### src/rtl/fwd_interlock_unit.sv
// Forwarding and load-use interlock for the in-order pipeline: tracks in-flight
// destinations behind ID, forwards the youngest producer and stalls on not-ready data.
module fwd_interlock_unit #(
  parameter int DW      = 32,
  parameter int AW      = 5,
  parameter int NSTAGES = 3,
  parameter int NSRC    = 2,
  parameter int CW      = 16,
  localparam int SW     = (NSTAGES > 1) ? $clog2(NSTAGES) : 1
) (
  input  logic                  clk,
  input  logic                  rst_n,
  input  logic                  issue_valid_i,
  input  logic                  issue_we_i,
  input  logic [AW-1:0]         issue_rd_i,
  input  logic [SW-1:0]         issue_rdy_i,
  input  logic [NSRC-1:0]       src_used_i,
  input  logic [NSRC*AW-1:0]    src_addr_i,
  input  logic [NSRC*DW-1:0]    rf_data_i,
  input  logic [NSTAGES*DW-1:0] stage_data_i,
  input  logic                  flush_i,
  output logic [NSRC*DW-1:0]    src_data_o,
  output logic [NSRC-1:0]       fwd_hit_o,
  output logic                  stall_o,
  output logic [CW-1:0]         stall_cnt_o
);

  logic [NSTAGES-1:0] v_q, v_d;
  logic [AW-1:0]      rd_q  [NSTAGES];
  logic [AW-1:0]      rd_d  [NSTAGES];
  logic [SW-1:0]      rdy_q [NSTAGES];
  logic [SW-1:0]      rdy_d [NSTAGES];
  logic [CW-1:0]      cnt_q, cnt_d;
  logic [NSRC-1:0]    not_ready;
  logic [SW-1:0]      rdy_clamp;
  logic               accept;

  assign rdy_clamp = (issue_rdy_i > SW'(NSTAGES - 1)) ? SW'(NSTAGES - 1) : issue_rdy_i;

  // Scan oldest to youngest so the youngest matching stage is the last one written.
  always_comb begin
    src_data_o = rf_data_i;
    fwd_hit_o  = '0;
    not_ready  = '0;
    for (int j = 0; j < NSRC; j++) begin
      for (int s = NSTAGES - 1; s >= 0; s--) begin
        if (src_used_i[j] && v_q[s] && (src_addr_i[j*AW +: AW] != '0) &&
            (rd_q[s] == src_addr_i[j*AW +: AW])) begin
          src_data_o[j*DW +: DW] = stage_data_i[s*DW +: DW];
          fwd_hit_o[j]           = 1'b1;
          not_ready[j]           = (SW'(s) < rdy_q[s]);
        end
      end
    end
  end

  assign stall_o = issue_valid_i & ~flush_i & (|(src_used_i & not_ready));
  assign accept  = issue_valid_i & issue_we_i & (issue_rd_i != '0) & ~stall_o & ~flush_i;

  always_comb begin
    v_d      = '0;
    v_d[0]   = accept;
    rd_d[0]  = issue_rd_i;
    rdy_d[0] = rdy_clamp;
    for (int s = 1; s < NSTAGES; s++) begin
      v_d[s]   = v_q[s-1];
      rd_d[s]  = rd_q[s-1];
      rdy_d[s] = rdy_q[s-1];
    end
    cnt_d = (stall_o && (cnt_q != '1)) ? cnt_q + CW'(1) : cnt_q;
  end

  always_ff @(posedge clk or negedge rst_n) begin
    if (!rst_n) begin
      v_q   <= '0;
      cnt_q <= '0;
      for (int s = 0; s < NSTAGES; s++) begin
        rd_q[s]  <= '0;
        rdy_q[s] <= '0;
      end
    end else begin
      v_q   <= v_d;
      cnt_q <= cnt_d;
      for (int s = 0; s < NSTAGES; s++) begin
        rd_q[s]  <= rd_d[s];
        rdy_q[s] <= rdy_d[s];
      end
    end
  end

  assign stall_cnt_o = cnt_q;

endmodule

### config.mk
export PLATFORM = sky130hd
export DESIGN_NAME = fwd_interlock_unit
export DESIGN_NICKNAME = d
export VERILOG_FILES = /design/src/rtl/fwd_interlock_unit.sv
export SDC_FILE = /design/constraint.sdc
export NUM_CORES = 1
export LEC_CHECK = 0
export ABC_CLOCK_PERIOD_IN_PS = 8500
export CORE_MARGIN = 2
export CORE_UTILIZATION = 40
export CTS_CLUSTER_DIAMETER = 30
export CTS_CLUSTER_SIZE = 20
export DETAILED_ROUTE_END_ITERATION = 6
export GPL_TIMING_DRIVEN = 0
export PLACE_DENSITY_LB_ADDON = 0.05
export SYNTH_ARGS = -nofsm -noshare
export SYNTH_HDL_FRONTEND = slang
export SYNTH_SLANG_ARGS = --single-unit
export TNS_END_PERCENT = 20
### constraint.sdc
create_clock -name clk -period 8.5 [get_ports clk]
set_input_delay 1.7 -clock clk [delete_from_list [all_inputs] [get_ports clk]]
set_output_delay 1.7 -clock clk [all_outputs]
set_load 0.005 [all_outputs]
==> impl_metrics.yaml <==
outcome:
  status: "finished, final reports clean"
global_route:
  grt_remaining_overflow: 0
  grt_start_max_net_pins: 41
  grt_pass1_wl_um: 27430
  antenna_violations_before_repair: 1
  grt_util_all_layers_pct: 31.36
  vias_in_the_first_global_route: 4880
sta:
  timing.slew.headroom_pct: 42.11
  final_min_period_over_clock_period_pct: 78.12
  maxSlewViolCount: 0
  setup_repair_after_global_routing_missed_its_margin: "false"
  fmaxAchievable_ghz: 0.1506
  fin_skew_ns: 0.01159
  tightest_slew_ns: 0.8683
  timing.final.crit_period_ns: 6.640
  finalHoldViolCount: 0
  fin_setup_tns_ns: 0
  timing.final.setup_violations: 0
critical_path:
  reg2reg_setup_slack_ns: 5.98
  endpoint_kind: "output pin"
  r2r-start: "rd_d[3]"
  critical_path.endpoint: "src_data_o[5]"
  crit_path_cell_trace: "clkdlybuf4s50_1 > xnor2_1 > nand4_1 > nor3_1 > clkbuf_1 > clkbuf_1 > a21o_1 > clkdlybuf4s50_1"
  timing.critical_path.from_type: "primary input"
  critPathMaxFanout: 10
  critical_path.reg2reg.endpoint: "stall_cnt_o[1]"
  critPathSlowestCell: "sky130_fd_sc_hd__nor3_1"
  worst_ep_arrival_time_ns: 4.94
  critPathRequiredTime_ns: 6.80
  critPathLaunch: "src_addr_i[4]"
  r2r.worst_path.cells: 7
  wp_buf_inv: 4
  worstSetupPathDepth: 8
  crit_type: "in -> out"
  critical_path.top_delay_family: "buffers and inverters"
  cp_slowest_stage_delay_ns: 0.63
worst_hold_path:
  hold_path.class: "reg -> reg"
  min_delay_src: "rdy_d[0]"
route:
  drt_wl_total_um: 17820
  dr.first_iter.drc_count: 254
  wl_met3_um: 1243
  antenna_left: 0
  drt_first_pass_iters: 5
  drt_drc_violations_left: 0
  topRoutingLayerUsed: "met4"
  routedWlPerCell_um: 20.12
  routed_wl_met2_um: 9058
  vias_per_cell: 5.594
  wl_met1_um: 6980
  vias: 4956
synth:
  async_flop_share_pct: 100.0
  synth_area_leader_cell: "sky130_fd_sc_hd__dfrtp_1"
  synth-edff-count: 0
  syn_nets: 663
  synthDistinctLibCells: 42
  ys_warn_count: 0
  ys_dominant_reg_cell: "sky130_fd_sc_hd__dfrtp_1"
  netlist_instances: 478
  synth_top_cell_area_share_pct: 24.69
  synth_seq_cells: 40
  post_synth_most_frequent_cells: "sky130_fd_sc_hd__nor2_1 (72), sky130_fd_sc_hd__a211oi_1 (64), sky130_fd_sc_hd__a21o_1 (64), sky130_fd_sc_hd__mux2i_1 (64)"
  post-synth-top-count-cell: "sky130_fd_sc_hd__nor2_1"
  synthTopCellsByArea: "sky130_fd_sc_hd__dfrtp_1 (25%), sky130_fd_sc_hd__mux2i_1 (16%), sky130_fd_sc_hd__a211oi_1 (12%)"
  syn_area_um2: 4054
  ys_seq_area_share_pct: 24.69
  post_synthesis_area_per_instance_um2: 8.481
floorplanning:
  floorplan.initialDensity_pct: 41.28
  chipWidth_um: 104.7
  floorplan_die_area_um2: 10960
  die-height_um: 104.7
  core-area_um2: 9819
  io-pin-count: 267
  placement_rows: 36
power_and_ir_drop:
  sequential_fraction_of_design_power_pct: 35.4
  switching_part_of_the_total_pct: 24.60
  cellPowerDensity_nw_per_um2: 81.44
  peak_supply_drop_mv: 0.1328
  int_pwr_uw: 429.9
  p_leak_uw: 0.002776
  clockPowerShare_pct: 29.3
  pwr-share-comb_pct: 35.4
  power.switching_uw: 140.3
clock_network:
  holdBufCountCts: 0
  buffer_cell_driving_the_clock_tree_root: "sky130_fd_sc_hd__clkbuf_8"
  gates_resized_cts_repair: 0
  clk_transition_reported_paths_ns: 0.09
  tritoncts_num_sinks: 40
  cts-buffers-inserted: 5
  cts_tree: "yes"
  number_of_setup_buffers_added_after_cts: 0
  cts_htree_levels: 2
  max-clock-path-buffers: 2
  insertion_delay_of_the_later_clocked_pin_in_the_worst_skew_pair_ns: 0.31
layout:
  final_cell_area_um2: 7002
  layout-drive-gt1-share_pct: 4.388
  fillers: 819
  layout.core_utilization_pct: 71.30
  synthToLayoutAreaGrowth_pct: 72.72
  nets: 936
job:
  cap_viol_max_count: 0
place:
  numPortBuffers: 266
  gp_routability_congestion: 0.9149
  detailedPlacementHpwl_um: 14130
  detailed_place.area_um2: 6878
[layout by cell type, fill, tap and decap left out, types with 2 or more instances in the layout]
master                            count
sky130_fd_sc_hd__buf_2                7
sky130_fd_sc_hd__mux2_1               2
sky130_fd_sc_hd__nor3_1              10
sky130_fd_sc_hd__clkbuf_8             6
sky130_fd_sc_hd__nand2_1              9
sky130_fd_sc_hd__or4_1                2
sky130_fd_sc_hd__o2111ai_1            3
sky130_fd_sc_hd__and2_1              10
sky130_fd_sc_hd__mux2i_1             64
sky130_fd_sc_hd__xnor2_1             40
sky130_fd_sc_hd__clkbuf_1            23
sky130_fd_sc_hd__clkdlybuf4s50_1    265
sky130_fd_sc_hd__xor2_1               4
sky130_fd_sc_hd__and3_1               2
sky130_fd_sc_hd__nor3_2               2
sky130_fd_sc_hd__or3_1                3
sky130_fd_sc_hd__buf_4                7
sky130_fd_sc_hd__nor2b_1              2
sky130_fd_sc_hd__and4_1               2
sky130_fd_sc_hd__nor2_1              72
sky130_fd_sc_hd__a211oi_1            64
sky130_fd_sc_hd__nand4_1              6
sky130_fd_sc_hd__nand3_1             14
sky130_fd_sc_hd__dfrtp_1             40
sky130_fd_sc_hd__o211ai_1             3
sky130_fd_sc_hd__o21ai_1              7
sky130_fd_sc_hd__a21o_1              64
[final cells by class]
cell class | instances | area (um^2) | share of cell area [%]
Sequential cell | 40 | 1001 | 14.30
Antenna cell | 1 | 2.502 | 0.03574
Buffer | 37 | 172.7 | 2.466
Timing Repair Buffer | 266 | 2658 | 37.96
Clock buffer | 6 | 82.58 | 1.179
Tap cell | 133 | 166.4 | 2.377
Inverter | 1 | 3.754 | 0.05361
Multi-Input combinational cell | 400 | 2877 | 41.08
Clock inverter | 2 | 38.79 | 0.5540
[through the flow]
stage                     worst slack, ns  cells  hold slack [ns]  power, uW
after floorplan                     3.432    478           0.3312      260.8
after global placement              1.834    877           0.3363      402.0
after detailed placement            1.844    877           0.3373      405.4
after CTS                           1.837    885           0.3568      572.5
after global routing                1.666    886           0.3738      591.6
final                               1.860    886           0.3561      570.2
[flip-flops by register name, indices dropped and copies added, names as in the netlist]
signal,flops
rdy_q,2
v_q,3
rd_q,5
rdy_d,4
stall_cnt_o,16
rd_d,10
[worst min path at each step]
stage | end | slack [ns] | cells after the start
after global routing | rdy_q[0] | 0.37 | 0
after global placement | rdy_q[0] | 0.34 | 0
after floorplan | rdy_q[0] | 0.33 | 0
after CTS | rdy_q[0] | 0.36 | 0
final | rdy_q[0] | 0.36 | 0
after detailed placement | rdy_q[0] | 0.34 | 0
[power by group through the flow]
stage          clock network (uW)  logic, uW  registers [uW]
2_1_floorplan                   0       56.7             204
3_3_place_gp                    0        197             205
3_5_place_dp                    0        200             205
4_1_cts                       169        202             202
5_1_grt                       175        214             202
6_report                      167        202             202
[metal layers]
metal,global-route usage [%],up-vias
met5,0,-
met4,10.76,0
met3,4.679,35
met2,55.51,239
met1,38.81,2368
li1,-,2314
[cell families (layout without fill, tap and decap cells)]
kind of cell | after synthesis | after routing | synth area share (%)
AOI/OAI and AO/OA | 146 | 146 | 27.35
adders and majority gates | 1 | 1 | 0.3086
muxes | 66 | 66 | 16.36
other | 0 | 1 | 0
xor gates and xnor gates | 44 | 44 | 9.506
and+or+nand+nor | 143 | 143 | 17.44
buffers and inverters | 38 | 312 | 4.352
DFF | 40 | 40 | 24.69
(Power assumes the default switching activity.)
